--- src/rtl/bsg_expand_bitmask_pkg.sv ---
// Purpose: shared encodings for the serial bitmask expander.
// Latency: n/a (types only).
// Backpressure: n/a (types only).
package bsg_expand_bitmask_pkg;

  // How each mask bit fills its expand_p-wide output field.
  typedef enum logic {
    MODE_REPLICATE  = 1'b0,  // every bit of the field copies the mask bit
    MODE_FIRST_ONLY = 1'b1   // only the lowest bit of the field carries it
  } mode_e;

  // Controller states: IDLE waits for a mask, BUSY streams its beats.
  typedef enum logic {
    IDLE = 1'b0,
    BUSY = 1'b1
  } state_e;

endpackage

--- src/rtl/bsg_expand_bitmask_core.sv ---
// Purpose: combinational expansion of an in_width_p mask into in_width_p*expand_p bits.
// Latency: 0 cycles (pure combinational).
// Backpressure: none; follows its inputs.
//
// Ports:
//   data_i : mask to expand
//   mode_i : expansion mode (see mode_e)
//   data_o : full expansion, field i occupies bits [i*expand_p +: expand_p]
module bsg_expand_bitmask_core
  import bsg_expand_bitmask_pkg::*;
#(
  parameter int in_width_p = 16,
  parameter int expand_p   = 32
) (
  input  logic [in_width_p-1:0]          data_i,
  input  logic                           mode_i,
  output logic [in_width_p*expand_p-1:0] data_o
);

  always_comb begin
    data_o = '0;
    for (int i = 0; i < in_width_p; i++) begin
      for (int k = 0; k < expand_p; k++) begin
        data_o[i*expand_p + k] = data_i[i] & ((mode_i == MODE_REPLICATE) || (k == 0));
      end
    end
  end

endmodule

--- src/rtl/bsg_expand_bitmask_serial.sv ---
// Purpose: expand a mask by expand_p and stream the result as out_width_p-wide beats.
// Latency: first beat valid the cycle after acceptance; one beat per yumi_i.
// Backpressure: beats hold while yumi_i=0; next mask accepted on the last-beat yumi_i (no bubble).
//
// Ports:
//   clk_i, reset_i : clock, asynchronous active-high reset
//   v_i, data_i, mode_i, ready_o : mask input handshake (accept on v_i & ready_o)
//   v_o, data_o, last_o, yumi_i  : beat output handshake (consume on yumi_i)
module bsg_expand_bitmask_serial
  import bsg_expand_bitmask_pkg::*;
#(
  parameter int in_width_p  = 16,
  parameter int expand_p    = 32,
  parameter int out_width_p = 64
) (
  input  logic                   clk_i,
  input  logic                   reset_i,
  input  logic                   v_i,
  input  logic [in_width_p-1:0]  data_i,
  input  logic                   mode_i,
  output logic                   ready_o,
  output logic                   v_o,
  output logic [out_width_p-1:0] data_o,
  output logic                   last_o,
  input  logic                   yumi_i
);

  localparam int full_width_lp = in_width_p * expand_p;
  localparam int beats_lp      = full_width_lp / out_width_p;
  localparam int cnt_width_lp  = (beats_lp > 1) ? $clog2(beats_lp) : 1;
  localparam logic [cnt_width_lp-1:0] last_cnt_lp = cnt_width_lp'(beats_lp - 1);

  if ((full_width_lp % out_width_p) != 0) begin : g_bad_width
    $error("in_width_p*expand_p must be a multiple of out_width_p");
  end

  state_e                  state_r, state_n;
  logic [cnt_width_lp-1:0] cnt_r;
  logic [in_width_p-1:0]   mask_r;
  logic                    mode_r;
  logic                    accept;
  logic                    advance;

  logic [full_width_lp-1:0]                  full_w;
  logic [beats_lp-1:0][out_width_p-1:0]      beat_arr;

  bsg_expand_bitmask_core #(
    .in_width_p (in_width_p),
    .expand_p   (expand_p)
  ) core (
    .data_i (mask_r),
    .mode_i (mode_r),
    .data_o (full_w)
  );

  // Reshape the expansion into beats; the counter picks the current one.
  // Captured mask resets to 0, so data_o reads 0 straight out of reset.
  assign beat_arr = full_w;
  assign data_o   = beat_arr[cnt_r];

  always_comb begin
    state_n = state_r;
    v_o     = (state_r == BUSY);
    last_o  = v_o & (cnt_r == last_cnt_lp);
    // Gated by reset_i because the async reset already shows IDLE while held.
    ready_o = ~reset_i & ((state_r == IDLE) | ((state_r == BUSY) & last_o & yumi_i));
    accept  = v_i & ready_o;
    // yumi_i without v_o is ignored so a protocol slip cannot move state.
    advance = v_o & yumi_i & ~last_o;
    case (state_r)
      IDLE: if (accept) state_n = BUSY;
      BUSY: if (last_o & yumi_i) state_n = accept ? BUSY : IDLE;
      default: state_n = IDLE;
    endcase
  end

  always_ff @(posedge clk_i or posedge reset_i) begin
    if (reset_i) begin
      state_r <= IDLE;
      cnt_r   <= '0;
      mask_r  <= '0;
      mode_r  <= MODE_REPLICATE;
    end else begin
      state_r <= state_n;
      if (accept) begin
        mask_r <= data_i;
        mode_r <= mode_i;
        cnt_r  <= '0;
      end else if (advance) begin
        cnt_r  <= cnt_r + cnt_width_lp'(1);
      end
    end
  end

  yumi_needs_valid: assert property (@(posedge clk_i) disable iff (reset_i) yumi_i |-> v_o);

endmodule

--- config.mk ---
export PLATFORM = sky130hd
export DESIGN_NAME = bsg_expand_bitmask_serial
export DESIGN_NICKNAME = d
export VERILOG_FILES = /design/src/rtl/bsg_expand_bitmask_pkg.sv /design/src/rtl/bsg_expand_bitmask_core.sv /design/src/rtl/bsg_expand_bitmask_serial.sv
export SDC_FILE = /design/constraint.sdc
export NUM_CORES = 1
export LEC_CHECK = 0
export ABC_AREA = 0
export CAP_MARGIN = 20
export CORE_ASPECT_RATIO = 1.1
export CORE_MARGIN = 2
export CORE_UTILIZATION = 25
export CTS_BUF_LIST = sky130_fd_sc_hd__clkbuf_16
export CTS_CLUSTER_SIZE = 20
export DETAILED_ROUTE_END_ITERATION = 7
export SETUP_SLACK_MARGIN = 0.5
export SYNTH_ARGS = -nofsm -noshare
export SYNTH_HDL_FRONTEND = slang
export SYNTH_SLANG_ARGS = --single-unit
--- constraint.sdc ---
create_clock -name clk_i -period 7.8 [get_ports clk_i]
set_input_delay 1.17 -clock clk_i [delete_from_list [all_inputs] [get_ports clk_i]]
set_output_delay 1.17 -clock clk_i [all_outputs]
set_load 0.03 [all_outputs]
==> summary.txt <==
Floorplan
  – Die Height: 84.60 µm
  – Row cnt: 29
  – DIE AREA: 6537 µm²
  – IO Count: 88
  – Initial Utilization: 0.2575
  – Core area: 5733 µm²
  – Die X-Extent: 77.27 µm

Setup path
  – Critical path peak fanout: 3
  – Critical Path AT: 2.53 ns
  – Crit path capture type: primary output
  – Worst Path Required: approximately 6.6 ns
  – Flop2flop setup slack: 5.31 ns
  – Startpoint Class: primary input
  – Critical path type: in -> out

Clock tree
  – CTS tree: done
  – Clock Tree Root: clkbuf_16
  – Max clock buf depth: 2
  – Clock latency on the worst-skew pair: 0.25 ns
  – Reg clk slew, reported paths: ~0.060 ns
  – Hold buffers post-CTS: 0
  – # resized after CTS: 0
  – Setup bufs post-CTS: 0
  – H-tree depth: 1
  – CTS buffer count: 3
  – TritonCTS Sinks: 21

Synth
  – Synth Flop Type: dfrtp_1
  – Cells after Synth: 137
  – Async set or reset register ratio after synthesis: 1.000
  – Cell area after synthesis: 1476 µm²
  – Warnings, synthesis: 0
  – Netlist cell types: 22
  – Post-synthesis sequential area ratio: 0.3559
  – Mapped Nets: 160
  – Post-synth EDFFs: 0
  – Largest cells by area after synthesis: dfrtp_1 36%, buf_4 31%, mux2_2 16%
  – Top cell type by total area after synthesis: dfrtp_1
  – Register bit total from synthesis: 21
  – Syn Area/Cell: 10.78 µm²
  – Post-synth top area share: 0.3559

STA
  – Tcrit/Tclk final: 0.4750
  – Setup_tns: 0 ns
  – Setup Skew: 0.003475 ns
  – Max Clock Freq: approximately 0.27 GHz
  – Measured slew at the worst slew-check pin: 1.000 ns
  – Endpoints failing setup: 0
  – Min cycle time layout: about 3.7 ns
  – RSZ-0062 raised after global routing: no
  – Final hold viol count: 0
  – Slew Limit Fails: 0
  – Rel. slew slack: 0.3326

Routing
  – DRT antenna net count: 0
  – DRT Pass-1 Iters: 4
  – Vias per std cell: approximately 3.8
  – Drt drc: 0
  – DR iter-0 viols: 28
  – Vias post-DR: 921
  – Routed wire length per instance: between 10 and 15 µm
  – WL final: 2821 µm

Placed design
  – Port Buf Inserts: 87
  – Hpwl dp: between 2000 and 2500 µm
  – Final RePlAce weighted congestion: approximately 0.74

Run
  – Max-Cap Viols: 0

Min path
  – Hold WC Path Type: reg -> reg

Global routing
  – First-pass GRT wire length: roughly 4500 µm
  – Vias in the first global route: 881
  – Initial antenna violation count: 0
  – Grt ovf: 0
  – Global Route Usage Sum: 0.08663
  – Pin count of the biggest net entering global routing: 32

Status
  – Status: completed

Finish
  – Share of cells above drive strength 1: 0.1916
  – Fin nets: between 150 and 200
  – Ant. Diodes: 0
  – Area grow syn2layout: 40.25%
[final cells by class]
type / count / area, µm²
repair buffers: 89 / 885.9
well taps: 77 / 96.34
inverters: 1 / 3.754
clock buffers: 3 / 75.07
multi-input cells: 52 / 479.2
clock inverters: 1 / 5.005
fillers: 591 / 3662
flip-flops and latches: 21 / 525.5
[state kept, by name, summed over array words and instances, names as in the netlist]
register and cells:
cnt_r 3, mask_r 16, mode_r 1, v_o 1
[cell usage in the layout, fill, tap and decap left out, types with 2 or more instances in the layout]
master,instances
clkdlybuf4s50_1,87
mux2_2,21
dfrtp_1,21
nor2b_1,4
nor2_1,4
clkbuf_16,3
a2111oi_1,2
nand2b_1,2
a211oi_1,2
o22ai_1,2
nor3_1,2
nor4_2,2
mux2i_1,2
ha_1,2
buf_4,2
[stage by stage]
step	worst slack, ns	utilization	cells	cell area [µm²]	hold slack, ns
3_3_place_gp	4.109	0.3472	240	1991	0.4836
4_1_cts	4.080	0.3612	244	2071	0.5050
3_5_place_dp	4.090	0.3472	240	1991	0.4914
2_1_floorplan	2.271	-	137	1476	0.4726
5_1_grt	3.865	0.3612	244	2071	0.5238
6_report	4.095	0.3612	244	2071	0.4980
[synthesized netlist by cell type (2+ instances only)]
cell type / n
a2111oi_1: 2
a211oi_1: 2
buf_4: 61
buf_6: 2
dfrtp_1: 21
ha_1: 2
mux2_2: 21
mux2i_1: 2
nand2b_1: 2
nor2_1: 4
nor2b_1: 4
nor3_1: 2
nor4_1: 2
o22ai_1: 2
[worst paths after layout]
| check | to | start | cells past startpoint |
|---|---|---|---|
| max in group asynchronous | mask_r[9] | reset_i | 2 |
| max | ready_o | yumi_i | 4 |
| min in group asynchronous | v_o | reset_i | 2 |
| min reg2reg | mask_r[0] | mask_r[0] | 1 |
| min | mask_r[0] | mask_r[0] | 1 |
| max reg2reg | mask_r[8] | cnt_r[0] | 5 |
[kinds of logic (layout without fill, tap and decap cells)]
| logic type | Yosys count | count (layout) | share of synthesized area |
|---|---|---|---|
| xor+xnor | 1 | 1 | 0.005933 |
| mux | 23 | 23 | 0.1737 |
| flops | 21 | 21 | 0.3559 |
| compound gates | 7 | 7 | 0.03983 |
| fa+ha+maj | 2 | 2 | 0.01695 |
| buf+inv | 64 | 94 | 0.3280 |
| simple gates | 19 | 19 | 0.07966 |
[worst max-delay path, stage by stage]
cell             delay (ns)
clkdlybuf4s50_1        0.50
a21boi_2               0.10
nor2_1                 0.09
clkdlybuf4s50_1        0.68
[metal layers]
layer  global-route usage  part of all wire  routed length, µm
met5                    0                 0                  0
met3              0.01398             0.067                190
met2               0.1431              0.47               1337
met1               0.1051              0.44               1235
met4              0.05357             0.021                 58
Power is left out: the tool's default activity adds up to more than one toggle a clock period on the data nets, which glitch-free logic cannot reach.
